==> config.mk <==
export PLATFORM = sky130hd
export DESIGN_NAME = wheel_speed_meas_flat
export DESIGN_NICKNAME = d
export VERILOG_FILES = /design/src/rtl/wheel_speed_meas_if.sv /design/src/rtl/wheel_speed_meas.sv /design/src/flat_wrapper.sv
export SDC_FILE = /design/constraint.sdc
export NUM_CORES = 1
export LEC_CHECK = 0
export CORE_MARGIN = 5
export CORE_UTILIZATION = 25
export CTS_BUF_LIST = sky130_fd_sc_hd__clkbuf_4 sky130_fd_sc_hd__clkbuf_8 sky130_fd_sc_hd__clkbuf_16
export CTS_CLUSTER_SIZE = 24
export DETAILED_ROUTE_END_ITERATION = 16
export PLACE_DENSITY = 0.37
export SYNTH_ARGS = -nofsm -noshare
export SYNTH_HDL_FRONTEND = slang
export SYNTH_SLANG_ARGS = --single-unit
==> constraint.sdc <==
create_clock -name clk -period 4 [get_ports clk]
set_input_delay 0.8 -clock clk [delete_from_list [all_inputs] [get_ports clk]]
set_output_delay 0.8 -clock clk [all_outputs]
set_load 0.01 [all_outputs]
==> src/rtl/wheel_speed_meas_if.sv <==
// Measurement bundle from wheel_speed_meas to the LCD1602 display stage.
// The meter drives the master side; the display samples the slave side at any time.
interface wheel_speed_meas_if;
  logic [7:0]  velo;
  logic [31:0] peri_num;
  logic        meas_valid;
  logic        stalled;

  modport master (output velo, peri_num, meas_valid, stalled);
  modport slave  (input  velo, peri_num, meas_valid, stalled);
endinterface

==> src/rtl/wheel_speed_meas.sv <==
// Wheel speed meter: sync + debounce of a once-per-revolution sensor, period count, serial divide to m/s.
// Optional macro WHEEL_AVG_EN: report the mean of the last four valid periods instead of the raw period.
module wheel_speed_meas #(
  parameter int unsigned CLK_HZ      = 50_000_000,
  parameter int unsigned CIRC_MM     = 2000,
  parameter int unsigned DEB_CYC     = 5000,
  parameter int unsigned TIMEOUT_CYC = 200_000_000
) (
  input  logic               clk,
  input  logic               rst_n,
  input  logic               sensor_in,
  wheel_speed_meas_if.master meas
);

  localparam logic [63:0] VEL_K_64 = 64'(CLK_HZ) * 64'(CIRC_MM) / 64'd1000;
  localparam logic [31:0] VEL_K    = VEL_K_64[31:0];
  localparam logic [31:0] DEB_M1   = 32'(DEB_CYC - 1);
  localparam logic [31:0] TMO      = 32'(TIMEOUT_CYC);

  typedef enum logic { WAIT_FIRST, RUN } fsm_e;
  typedef enum logic [1:0] { D_IDLE, D_RUN, D_DONE } div_e;

  // Input path
  logic [1:0]  sync_q, sync_d;
  logic        deb_level_q, deb_level_d;
  logic [31:0] deb_cnt_q, deb_cnt_d;
  logic        edge_q, edge_d;

  // Period measurement and control
  logic [31:0] period_q, period_d;
  fsm_e        state_q, state_d;
  logic        meas_edge, timeout;

  // Serial divider
  div_e        div_state_q, div_state_d;
  logic [4:0]  div_cnt_q, div_cnt_d;
  logic [31:0] div_rem_q, div_rem_d;
  logic [31:0] div_quo_q, div_quo_d;
  logic [31:0] div_den_q, div_den_d;
  logic [32:0] div_trial;
  logic        div_start;
  logic [31:0] div_arg;

  // Registered outputs
  logic [7:0]  velo_q, velo_d;
  logic [31:0] peri_q, peri_d;
  logic        valid_q, valid_d;
  logic        stalled_q, stalled_d;

  // NOTE: every signal written in an always_comb gets a default first, so no path can leave it unassigned and infer a latch.
  always_comb begin
    sync_d      = {sync_q[0], sensor_in};
    deb_level_d = deb_level_q;
    deb_cnt_d   = '0;
    edge_d      = 1'b0;
    // A single agreeing cycle drops the count back to zero.
    if (sync_q[1] != deb_level_q) begin
      if (deb_cnt_q == DEB_M1) begin
        deb_level_d = sync_q[1];
        edge_d      = sync_q[1];
      end else begin
        deb_cnt_d = deb_cnt_q + 32'd1;
      end
    end
  end

`ifdef WHEEL_AVG_EN
  logic [31:0] hist_q [4];
  logic [31:0] hist_d [4];
  logic [2:0]  hist_cnt_q, hist_cnt_d;
  logic        mean_pend_q, mean_pend_d;
  logic [33:0] hist_sum;
  logic [31:0] mean;

  always_comb begin
    hist_d      = hist_q;
    hist_cnt_d  = hist_cnt_q;
    mean_pend_d = 1'b0;
    if (timeout) begin
      for (int i = 0; i < 4; i++) hist_d[i] = '0;
      hist_cnt_d = '0;
    end else if (meas_edge) begin
      hist_d[3]   = hist_q[2];
      hist_d[2]   = hist_q[1];
      hist_d[1]   = hist_q[0];
      hist_d[0]   = period_q;
      hist_cnt_d  = (hist_cnt_q == 3'd4) ? 3'd4 : hist_cnt_q + 3'd1;
      mean_pend_d = 1'b1;
    end
  end

  // Empty slots are zero, so the plain sum is correct for a partially filled history.
  always_comb begin
    hist_sum = {2'b00, hist_q[0]} + {2'b00, hist_q[1]} + {2'b00, hist_q[2]} + {2'b00, hist_q[3]};
    case (hist_cnt_q)
      3'd2:    mean = hist_sum[32:1];
      3'd3:    mean = 32'(hist_sum / 34'd3);
      3'd4:    mean = hist_sum[33:2];
      default: mean = hist_sum[31:0];
    endcase
  end

  always_ff @(posedge clk or negedge rst_n) begin
    if (!rst_n) begin
      // NOTE: the history is reset explicitly because the mean adds all four slots and relies on unused ones being zero.
      for (int i = 0; i < 4; i++) hist_q[i] <= '0;
      hist_cnt_q  <= '0;
      mean_pend_q <= 1'b0;
    end else begin
      hist_q      <= hist_d;
      hist_cnt_q  <= hist_cnt_d;
      mean_pend_q <= mean_pend_d;
    end
  end

  // One extra cycle forms the mean before the divide starts.
  assign div_start = mean_pend_q;
  assign div_arg   = mean;
`else
  assign div_start = meas_edge;
  assign div_arg   = period_q;
`endif

  always_comb begin
    meas_edge = (state_q == RUN) && edge_q && (period_q < TMO);
    timeout   = (state_q == RUN) && !meas_edge && (period_q >= TMO);

    state_d = state_q;
    case (state_q)
      WAIT_FIRST: if (edge_q)  state_d = RUN;
      RUN:        if (timeout) state_d = WAIT_FIRST;
      default:    state_d = WAIT_FIRST;
    endcase

    if (edge_q)              period_d = 32'd1;
    else if (period_q < TMO) period_d = period_q + 32'd1;
    else                     period_d = period_q;
  end

  always_comb begin
    div_state_d = div_state_q;
    div_cnt_d   = div_cnt_q;
    div_rem_d   = div_rem_q;
    div_quo_d   = div_quo_q;
    div_den_d   = div_den_q;
    div_trial   = {div_rem_q, div_quo_q[31]};

    velo_d    = velo_q;
    peri_d    = peri_q;
    valid_d   = 1'b0;
    stalled_d = stalled_q;

    if (timeout) begin
      div_state_d = D_IDLE;
      velo_d      = 8'd0;
      peri_d      = TMO;
      stalled_d   = 1'b1;
      valid_d     = 1'b1;
    end else if (div_start) begin
      // A new period aborts any divide in flight; only its result will be reported.
      div_state_d = D_RUN;
      div_cnt_d   = '0;
      div_rem_d   = '0;
      div_quo_d   = VEL_K;
      div_den_d   = div_arg;
      peri_d      = div_arg;
      stalled_d   = 1'b0;
    end else begin
      case (div_state_q)
        D_RUN: begin
          if (div_trial >= {1'b0, div_den_q}) begin
            div_rem_d = 32'(div_trial - {1'b0, div_den_q});
            div_quo_d = {div_quo_q[30:0], 1'b1};
          end else begin
            div_rem_d = div_trial[31:0];
            div_quo_d = {div_quo_q[30:0], 1'b0};
          end
          div_cnt_d = div_cnt_q + 5'd1;
          if (div_cnt_q == 5'd31) div_state_d = D_DONE;
        end
        D_DONE: begin
          div_state_d = D_IDLE;
          valid_d     = 1'b1;
          velo_d      = (div_den_q < 32'd2 || div_quo_q > 32'd255) ? 8'd255 : div_quo_q[7:0];
        end
        default: div_state_d = D_IDLE;
      endcase
    end
  end

  // NOTE: sequential state uses non-blocking assignments so every flop samples pre-edge values regardless of statement order.
  always_ff @(posedge clk or negedge rst_n) begin
    if (!rst_n) begin
      sync_q      <= '0;
      deb_level_q <= 1'b0;
      deb_cnt_q   <= '0;
      edge_q      <= 1'b0;
      period_q    <= '0;
      state_q     <= WAIT_FIRST;
      div_state_q <= D_IDLE;
      div_cnt_q   <= '0;
      div_rem_q   <= '0;
      div_quo_q   <= '0;
      div_den_q   <= '0;
      velo_q      <= '0;
      peri_q      <= '0;
      valid_q     <= 1'b0;
      stalled_q   <= 1'b1;
    end else begin
      sync_q      <= sync_d;
      deb_level_q <= deb_level_d;
      deb_cnt_q   <= deb_cnt_d;
      edge_q      <= edge_d;
      period_q    <= period_d;
      state_q     <= state_d;
      div_state_q <= div_state_d;
      div_cnt_q   <= div_cnt_d;
      div_rem_q   <= div_rem_d;
      div_quo_q   <= div_quo_d;
      div_den_q   <= div_den_d;
      velo_q      <= velo_d;
      peri_q      <= peri_d;
      valid_q     <= valid_d;
      stalled_q   <= stalled_d;
    end
  end

  assign meas.velo       = velo_q;
  assign meas.peri_num   = peri_q;
  assign meas.meas_valid = valid_q;
  assign meas.stalled    = stalled_q;

endmodule
==> src/flat_wrapper.sv <==
// flat-port wrapper written by rule: the top's interface ports become plain ports
module wheel_speed_meas_flat 
#(
  parameter int unsigned CLK_HZ      = 50_000_000,
  parameter int unsigned CIRC_MM     = 2000,
  parameter int unsigned DEB_CYC     = 5000,
  parameter int unsigned TIMEOUT_CYC = 200_000_000
)
  (clk, rst_n, sensor_in, meas_velo, meas_peri_num, meas_meas_valid, meas_stalled);
  wheel_speed_meas_if meas_i ();
  input  logic clk;
  input  logic rst_n;
  input  logic sensor_in;
  output wire logic [$bits(meas_i.velo)-1:0] meas_velo;
  output wire logic [$bits(meas_i.peri_num)-1:0] meas_peri_num;
  output wire logic [$bits(meas_i.meas_valid)-1:0] meas_meas_valid;
  output wire logic [$bits(meas_i.stalled)-1:0] meas_stalled;
  assign meas_velo = meas_i.velo;
  assign meas_peri_num = meas_i.peri_num;
  assign meas_meas_valid = meas_i.meas_valid;
  assign meas_stalled = meas_i.stalled;
  wheel_speed_meas #(.CLK_HZ(CLK_HZ), .CIRC_MM(CIRC_MM), .DEB_CYC(DEB_CYC), .TIMEOUT_CYC(TIMEOUT_CYC)) u_core (.clk(clk), .rst_n(rst_n), .sensor_in(sensor_in), .meas(meas_i));
endmodule
### Word level (Yosys, flattened, before mapping)

Cells that the tools add are included.

| storage, ports and cells | value |
|---|---|
| output and inout bits | 42 |
| flip-flop bits (word level) | 214 |
| word-level logic and storage cells | 79 |

| cells by class | value |
|---|---|
| order comparisons | 5 |
| muxes and demuxes | 32 |
| bitwise logic cells | 2 |
| reduce and logical (&&, ||, !) cells | 14 |
| equality and inequality tests | 7 |
| $add $sub $neg | 4 |

Operator list:

| kind | count |
|---|---|
| 32-bit two-way mux | 11 |
| 32-bit by 1-bit adder with 32-bit output (second input constant) | 2 |
| 33-bit by 32-bit >= comparator with 1-bit output | 1 |
| 32-bit by 13-bit == test with 1-bit output (second input constant) | 1 |
| 32-bit by 28-bit >= comparator with 1-bit output (second input constant) | 1 |
| 32-bit by 8-bit > comparator with 1-bit output (second input constant) | 1 |
| 32-bit by 2-bit < comparator with 1-bit output (second input constant) | 1 |
| 32-bit by 28-bit < comparator with 1-bit output (second input constant) | 1 |
| 8-bit two-way mux | 4 |
| 32-bit subtractor | 1 |
| 1-bit two-way mux | 10 |
| 5-bit two-way mux | 2 |
| 2-bit two-way mux | 4 |
| 2-bit AND reduction | 4 |
| 2-bit nonzero test | 4 |
| 5-bit by 1-bit adder with 5-bit output (second input constant) | 1 |
| 5-bit == test (second input constant) | 1 |
| 1-bit logical AND | 4 |
| 4-bit by 1-bit != test with 1-bit output (second input constant) | 1 |
| 2-bit by 1-bit == test with 1-bit output (second input constant) | 1 |
| 2-bit == test (second input constant) | 1 |
| 2-bit by 1-bit != test with 1-bit output (second input constant) | 1 |
| 1-bit inverter | 2 |
| 1-bit one-hot mux with 2 select lines | 1 |
| 3 further kinds | 3 |

### Longest topological paths before layout

Gate-level depths: netlist (run 1).

| depth | value |
|---|---|
| depth after elaboration | 7 |
| depth in mapped cells | 12 |
| depth with buffers taken out | 11 |

### Worst setup path after synthesis (run 1)

OpenSTA, ideal clock, no wires.

| path | value |
|---|---|
| kind | register -> register |
| start point | register u_core.div_den_q[27] |
| end point | register u_core.div_rem_q[29] |
| cell stages (with the launch flop) | 12 |
| period minus slack after synthesis | 2,872 ps |
| slack | 1,128 ps |
| arrival | 2,746 ps |
| library setup time | 126 ps |
| required time | 3,874 ps |
| path buffers | 1 |
| path through | dfrtp_1 inv_1 ha_1 and3_4 a221o_1 a21o_1 a2111oi_2 a21boi_2 a21boi_2 and2_1 buf_6 a221o_1 |

| on the way | value |
|---|---|
| longest elaborated chain between the ends | 4 |
| elaborated cells on any way between the ends | 5 |

Ends and longest elaborated chain:

| element | RTL line | source |
|---|---|---|
| from (decl) | wheel_speed_meas.sv:39 | `logic [31:0] div_den_q, div_den_d;` |
| from (signal assigned) | wheel_speed_meas.sv:220 | `div_den_q <= div_den_d;` |
| 32-bit subtractor / 33-bit by 32-bit >= comparator with 1-bit output (equally long branches) | wheel_speed_meas.sv:172, wheel_speed_meas.sv:171 |  |
| 32-bit two-way mux * | wheel_speed_meas.sv:171 | `if (div_trial >= {1'b0, div_den_q}) begin` |
| 32-bit two-way mux * | wheel_speed_meas.sv:169 | `case (div_state_q)` |
| 32-bit two-way mux * | wheel_speed_meas.sv:159 | `end else if (div_start) begin` |
| to (signal assigned) | wheel_speed_meas.sv:218 | `div_rem_q <= div_rem_d;` |
| to (decl) | wheel_speed_meas.sv:37 | `logic [31:0] div_rem_q, div_rem_d;` |

Every way passes the cells marked *; elsewhere a longest branch is shown, timed or not. The select of a mux whose other input is x is not followed.
A chain may end at the register's enable or synchronous reset.

### Worst setup path in the final report (run 1)

Same ends and word-level chain as after synthesis.

==> summary.md, run 1 <==
| Metric | Value |
|---|---|
| Post-layout utilization of the core | `30.23%` |
| Largest vdd supply drop | `approximately 0.24 mV` |
| Logic depth of the worst register-to-register path | `10` |
| Register area | `between 0.005 and 0.006 mm²` |
| GR Overflow Total | `0` |
| Number of global-route vias before repair | `~8600` |
| Critical path data required time | `~4400 ps` |
| Internal reg-to-reg setup slack | `between 700 and 800 ps` |
| Total of max-cap violations | `0` |
| Cell at the root of the clock tree | `clkbuf_16` |
| Number of filler cells placed in the layout | `roughly 4500` |
| Relative area change from synthesis to final layout | `19.89%` |
| Routed length per placed instance | `~18 µm` |
| Setup-violating endpoint count in the final report | `0` |
| Maximum frequency from static timing analysis | `a little over 300 MHz` |
| Clock latency reported for the late side of the worst-skew pair | `around 550 ps` |
| Syn_nets | `1157` |
| Vertical die dimension | `218.0 µm` |
| Final min period | `roughly 3300 ps` |
| Max clock buf depth | `3` |
| # resized after CTS | `0` |
| Worst clock skew on the final layout | `~10 ps` |
| TritonCTS Sinks | `approximately 210` |
| Sequential share of the synthesized area | `between 40% and 50%` |
| Total wirelength of the detailed-routed design | `approximately 32000 µm` |
| Origin of the critical flop-to-flop path | `u_core.div_den_q[27]$_DFFE_PN0P_` |
| Starting Density | `25.21%` |
| Count of cell types in the netlist | `between 60 and 70` |
| Final design instance area without fill | `~0.013 mm²` |
| Largest net degree at the start of global routing | `109` |
| Max-slew headroom at the worst pin | `40.37%` |
| Global placement routability congestion | `approximately 0.83` |
| Setup_tns | `0 ps` |
| Post-synthesis cell count | `1116` |
| DRC marker count from the first detailed-route iteration | `a little under 500` |
| Post-route fraction of the period consumed by the critical path | `82.30%` |
| Final ANT Viol Nets | `0` |
| Number of iterations in the first detailed-routing pass | `4` |
| Area of the placeable core | `0.04289 mm²` |
| Quantity of hold-fixing buffers added after cts | `0` |
| Final slew viol count | `0` |
| Overall power | `just under 0.005 W` |
| Clock buffers created by TritonCTS | `28` |
| Overall die area | `~0.048 mm²` |
| Worst Setup Path Type | `reg2reg` |
| Worst path setup slack after routing | `~710 ps` |
| Post-DP Area | `around 0.012 mm²` |
| Startpoint type of the worst setup path | `flip-flop` |
| Worst hold-check path type | `in2async` |
| Capture instance of the worst register-to-register path | `u_core.div_rem_q[29]$_DFFE_PN0P_` |
| Ratio of cells with drive above 1 in the final layout | `just under 8%` |
| Hpwl dp | `between 20000 and 25000 µm` |
| Async set or reset register ratio after synthesis | `100.0%` |
| Total of warnings raised by yosys | `0` |
| Number of setup buffers added after CTS | `0` |
| Final layout net count | `roughly 1200` |
| Area of combinational cells with multiple inputs | `between 0.005 and 0.006 mm²` |
| Seq cells post-synth | `between 200 and 250` |
| Number of flops mapped to enable cells by yosys | `0` |
| Global-route wire length before repair | `51280 µm` |
| Critical path arrival | `between 3000 and 4000 ps` |
| Io pins | `45` |
| Unrepaired setup endpoints after global routing | `false` |
| All-Layer GR Usage | `between 10 and 15%` |
| Via-to-Cell Ratio | `~4.6` |
| Setup WS pre-CTS | `about 750 ps` |
| Post-synthesis instance area | `about 0.011 mm²` |
| Kind of end point of the critical path | `flip-flop` |
| Antenna violations before repair | `0` |
| CTS tree | `yes` |
| Slew @ Worst Pin | `894.4 ps` |
| Most used flip-flop cell after synthesis | `dfrtp_1` |
| Syn avg cell area | `between 9 and 10 µm²` |
| Clk slew on worst S/H paths | `60 ps` |
| Count of unresolved DRC violations after routing | `0` |
| Power density cells | `roughly 380 mW/mm²` |
| X dimension of the die | `around 220 µm` |
| Number of placement rows | `76` |
| Run status | `finished clean` |
| Number of hold violations in the final report | `0` |
| Number of input and output port buffers inserted | `44` |
| Diodes inserted | `0` |
| Total via count in the routed design | `8213` |
| Maximum fanout along the worst path | `10` |
| Leakage power | `6.141 nW` |
| H-tree levels | `1` |
[routing by layer]
metal | wire [µm] | share of wire, % | track usage (%)
met5 | 0 | 0 | 0
met4 | 521 | 1.6 | 2.659
met3 | 949 | 3.0 | 2.082
met2 | 15140 | 47 | 22.52
met1 | 15530 | 48 | 18.90
[critical path, stage by stage, from the launching register on]
cell and delay (ps):
dfrtp_1 350, inv_1 70, ha_1 390, and3_4 230, a221o_1 380, a21o_1 200
a2111oi_2 410, a21boi_2 280, a21boi_4 130, and2_1 370, a221o_1 360
[worst max-delay path by stage]
stage / from / to
6_report: u_core.div_den_q[27]$_DFFE_PN0P_ / u_core.div_rem_q[29]$_DFFE_PN0P_
5_1_grt: u_core.div_rem_q[16]$_DFFE_PN0P_ / u_core.div_rem_q[0]$_DFFE_PN0P_
4_1_cts: u_core.div_den_q[27]$_DFFE_PN0P_ / u_core.div_rem_q[31]$_DFFE_PN0P_
3_5_place_dp: u_core.div_den_q[26]$_DFFE_PN0P_ / u_core.div_rem_q[29]$_DFFE_PN0P_
3_3_place_gp: u_core.div_den_q[14]$_DFFE_PN0P_ / u_core.div_rem_q[28]$_DFFE_PN0P_
2_1_floorplan: u_core.div_den_q[27]$_DFFE_PN0P_ / u_core.div_rem_q[29]$_DFFE_PN0P_
[metrics by stage]
| step | hold WS, ps | cells |
|---|---|---|
| 2_1_floorplan | 331.2 | 1116 |
| 3_3_place_gp | 335.2 | 1718 |
| 3_5_place_dp | 334.7 | 1718 |
| 4_1_cts | 348.4 | 1767 |
| 5_1_grt | 367.9 | 1767 |
| 6_report | 311.6 | 1767 |
[layout make-up]
class	instances	area share (%)
sequential	214	41.32
tap	585	5.646
timing repair buffer	69	4.980
clock buffer	42	6.592
multi-input combinational	799	39.08
clock inverter	7	0.9072
inverter	51	1.477
[cell families after synthesis]
family	Yosys count	synth area share, %
xor+xnor	81	6.561
buf+inv	103	3.853
simple gates	410	17.87
compound gates	245	15.37
mux	25	2.349
fa+ha+maj	38	4.467
flops	214	49.54
[registers in the layout, indices dropped and copies added (netlist names), 2 cells and up]
register and cells:
u_core.div_den_q 32, u_core.meas.peri_num 32, u_core.div_state_q 2, u_core.div_cnt_q 5, u_core.div_rem_q 32, u_core.div_arg 32
u_core.div_quo_q 32, u_core.sync_q 2, u_core.deb_cnt_q 32, u_core.meas.velo 8
[cells in the final DEF, fill, tap and decap left out, drive strengths merged, types with 8 or more instances in the layout]
cell type | Yosys | routed
a21o | 15 | 15
inv | 51 | 51
xor2 | 53 | 53
mux2i | 22 | 22
o22a | 24 | 24
xnor2 | 28 | 28
a21oi | 37 | 37
a22o | 21 | 21
a31oi | 8 | 8
nand3 | 41 | 41
nor2 | 105 | 105
nand4 | 24 | 24
and2 | 11 | 11
nor2b | 16 | 16
clkbuf | 33 | 42
and3 | 15 | 15
nand2 | 136 | 136
nor3 | 15 | 15
dfrtp | 213 | 213
nor4 | 17 | 17
o21a | 9 | 9
nand2b | 10 | 10
buf | 19 | 26
clkdlybuf4s50 | 0 | 43
o21ai | 79 | 79
a221o | 10 | 10
o22ai | 8 | 8
ha | 37 | 37
[power breakdown]
| group | leakage (nW) | switching, W | internal, W | total (W) |
|---|---|---|---|---|
| logic | 2.69 | 0.0000526 | 0.0000100 | 0.0000626 |
| registers | 2.97 | 0.00000207 | 0.00217 | 0.00217 |
| clock network | 0.489 | 0.000974 | 0.00166 | 0.00263 |
[cell usage after synthesis, types with 16 or more instances]
cell type  number  area share [%]
o21ai_0        77             3.6
nand2_1       136             4.7
inv_1          51             1.8
xnor2_1        28             2.3
nor2_1        105             3.6
a21oi_1        37             1.7
nand4_1        24             1.4
dfrtp_1       213              49
a22o_1         21             1.7
ha_1           37             4.3
nor4_1         17            0.98
nand3_1        41             1.9
nor2b_1        16            0.93
xor2_1         53             4.3
clkbuf_1       33             1.1
o22a_1         24             1.9
mux2i_1        22             2.0
Note: power is estimated with default switching activity, not from simulation.
==> inputs of run 2 (changes only) <==
clock period = 3.4 ns   (was 4 ns; I/O delays follow)
==> summary.md, run 2 (same netlist as run 1, synthesis figures left out) <==
| Metric | Value |
|---|---|
| Area of the placeable core | `between 0.04 and 0.05 mm²` |
| Post-route fraction of the period consumed by the critical path | `93.16%` |
| All-Layer GR Usage | `a little over an eighth` |
| Worst clock skew on the final layout | `13.98 ps` |
| Total wirelength of the detailed-routed design | `between 30000 and 40000 µm` |
| H-tree levels | `1` |
| Clock buffers created by TritonCTS | `27` |
| Total via count in the routed design | `between 8000 and 9000` |
| Number of input and output port buffers inserted | `44` |
| Unrepaired setup endpoints after global routing | `false` |
| Setup_tns | `0 ps` |
| Capture instance of the worst register-to-register path | `u_core.div_rem_q[31]$_DFFE_PN0P_` |
| Most common library cell in the layout ignoring fill and taps | `dfrtp_1` |
| Logic depth of the worst register-to-register path | `10` |
| Total of max-cap violations | `0` |
| CTS tree | `yes` |
| Number of iterations in the first detailed-routing pass | `7` |
| GR Overflow Total | `0` |
| Final slew viol count | `0` |
| Quantity of hold-fixing buffers added after cts | `0` |
| Most frequent cells in the layout | `213 x dfrtp_1, 136 x nand2_1, 104 x nor2_1` |
| Hpwl dp | `roughly 23000 µm` |
| Clock latency reported for the late side of the worst-skew pair | `around 550 ps` |
| Number of placement rows | `76` |
| Setup-violating endpoint count in the final report | `0` |
| DRC marker count from the first detailed-route iteration | `about 420` |
| Critical path arrival | `~3600 ps` |
| Leakage power | `slightly above 6 nW` |
| Number of hold violations in the final report | `0` |
| Run status | `finished clean` |
| Cell at the root of the clock tree | `clkbuf_16` |
| Final layout net count | `~1200` |
| Routed length per placed instance | `18.00 µm` |
| Worst Setup Path Type | `reg2reg` |
| Overall die area | `0.04751 mm²` |
| Number of setup buffers added after CTS | `0` |
| Largest net degree at the start of global routing | `66` |
| Max-slew headroom at the worst pin | `34.48%` |
| Hold WS | `73.05 ps` |
| Overall power | `approximately 0.0057 W` |
| Diodes inserted | `0` |
| Internal reg-to-reg setup slack | `approximately 230 ps` |
| Maximum fanout along the worst path | `10` |
| Maximum frequency from static timing analysis | `315.7 MHz` |
| Starting Density | `between 20% and 30%` |
| Startpoint type of the worst setup path | `flip-flop` |
| # resized after CTS | `0` |
| Count of unresolved DRC violations after routing | `0` |
| Origin of the critical flop-to-flop path | `u_core.div_den_q[27]$_DFFE_PN0P_` |
| Clk slew on worst S/H paths | `~60 ps` |
| Power density cells | `between 400 and 500 mW/mm²` |
| Antenna violations before repair | `0` |
| Ratio of cells with drive above 1 in the final layout | `8.319%` |
| Global-route wire length before repair | `51810 µm` |
| Kind of end point of the critical path | `flip-flop` |
| Worst hold-check path type | `in2async` |
| Critical path data required time | `around 3800 ps` |
| Io pins | `45` |
| Vertical die dimension | `about 220 µm` |
| Via-to-Cell Ratio | `about 4.7` |
| Global placement routability congestion | `around 0.80` |
| Final min period | `3168 ps` |
| Largest vdd supply drop | `0.2783 mV` |
| Final ANT Viol Nets | `0` |
| Relative area change from synthesis to final layout | `20.79%` |
| TritonCTS Sinks | `214` |
| Slew @ Worst Pin | `around 980 ps` |
| X dimension of the die | `between 200 and 250 µm` |
| Max clock buf depth | `3` |
| Number of global-route vias before repair | `slightly below 9000` |
-- run 2: power by group --
group          switching (W)  internal [W]  total [W]
clock network        0.00117       0.00189    0.00306
registers         0.00000242       0.00255    0.00255
logic              0.0000605     0.0000127  0.0000732
total                0.00123       0.00445    0.00568
-- run 2: area by class of cell --
class	count	area (µm²)
clock inverters	14	180.2
flip-flops and latches	214	5356
fillers	4491	29820
multi-input cells	799	5066
repair buffers	77	768.2
clock buffers	35	767.0
inverters	51	191.4
well taps	585	732.0
-- run 2: worst max path at each step --
stage                                      from                                to  slack (ps)
5_1_grt        u_core.div_den_q[14]$_DFFE_PN0P_  u_core.div_rem_q[23]$_DFFE_PN0P_           9
2_1_floorplan  u_core.div_den_q[27]$_DFFE_PN0P_  u_core.div_rem_q[29]$_DFFE_PN0P_         530
3_3_place_gp   u_core.div_den_q[27]$_DFFE_PN0P_  u_core.div_rem_q[30]$_DFFE_PN0P_         300
4_1_cts        u_core.div_den_q[27]$_DFFE_PN0P_  u_core.div_rem_q[31]$_DFFE_PN0P_         230
6_report       u_core.div_den_q[27]$_DFFE_PN0P_  u_core.div_rem_q[31]$_DFFE_PN0P_         230
3_5_place_dp   u_core.div_den_q[27]$_DFFE_PN0P_  u_core.div_rem_q[30]$_DFFE_PN0P_         250
-- run 2: through the flow --
step	instance area, µm²	utilization [%]	instances	setup slack [ps]
finish	13060	30.46	1775	232.4
global route	13060	30.46	1775	8.749
CTS	13060	30.46	1775	228.4
detailed placement	12110	28.25	1726	249.4
global placement	12110	28.25	1726	300.3
floorplan	10810	-	1116	528.1
-- run 2: critical path, cell delays in order (launching register included) --
cell and delay (ps):
dfrtp_1 340, inv_1 80, ha_1 390, and3_4 220, a221o_1 390, a21o_1 200
a2111oi_2 400, a21boi_2 270, a21boi_4 80, and2_1 320, a221o_1 350
-- run 2: routing by layer --
metal | vias to the layer above | share of wire [%] | GRT usage, %
li1 | 4045 | - | -
met1 | 4045 | 48 | 19.33
met2 | 116 | 46 | 21.80
met3 | 51 | 3.0 | 2.041
met4 | 0 | 2.8 | 3.663
met5 | - | 0 | 0
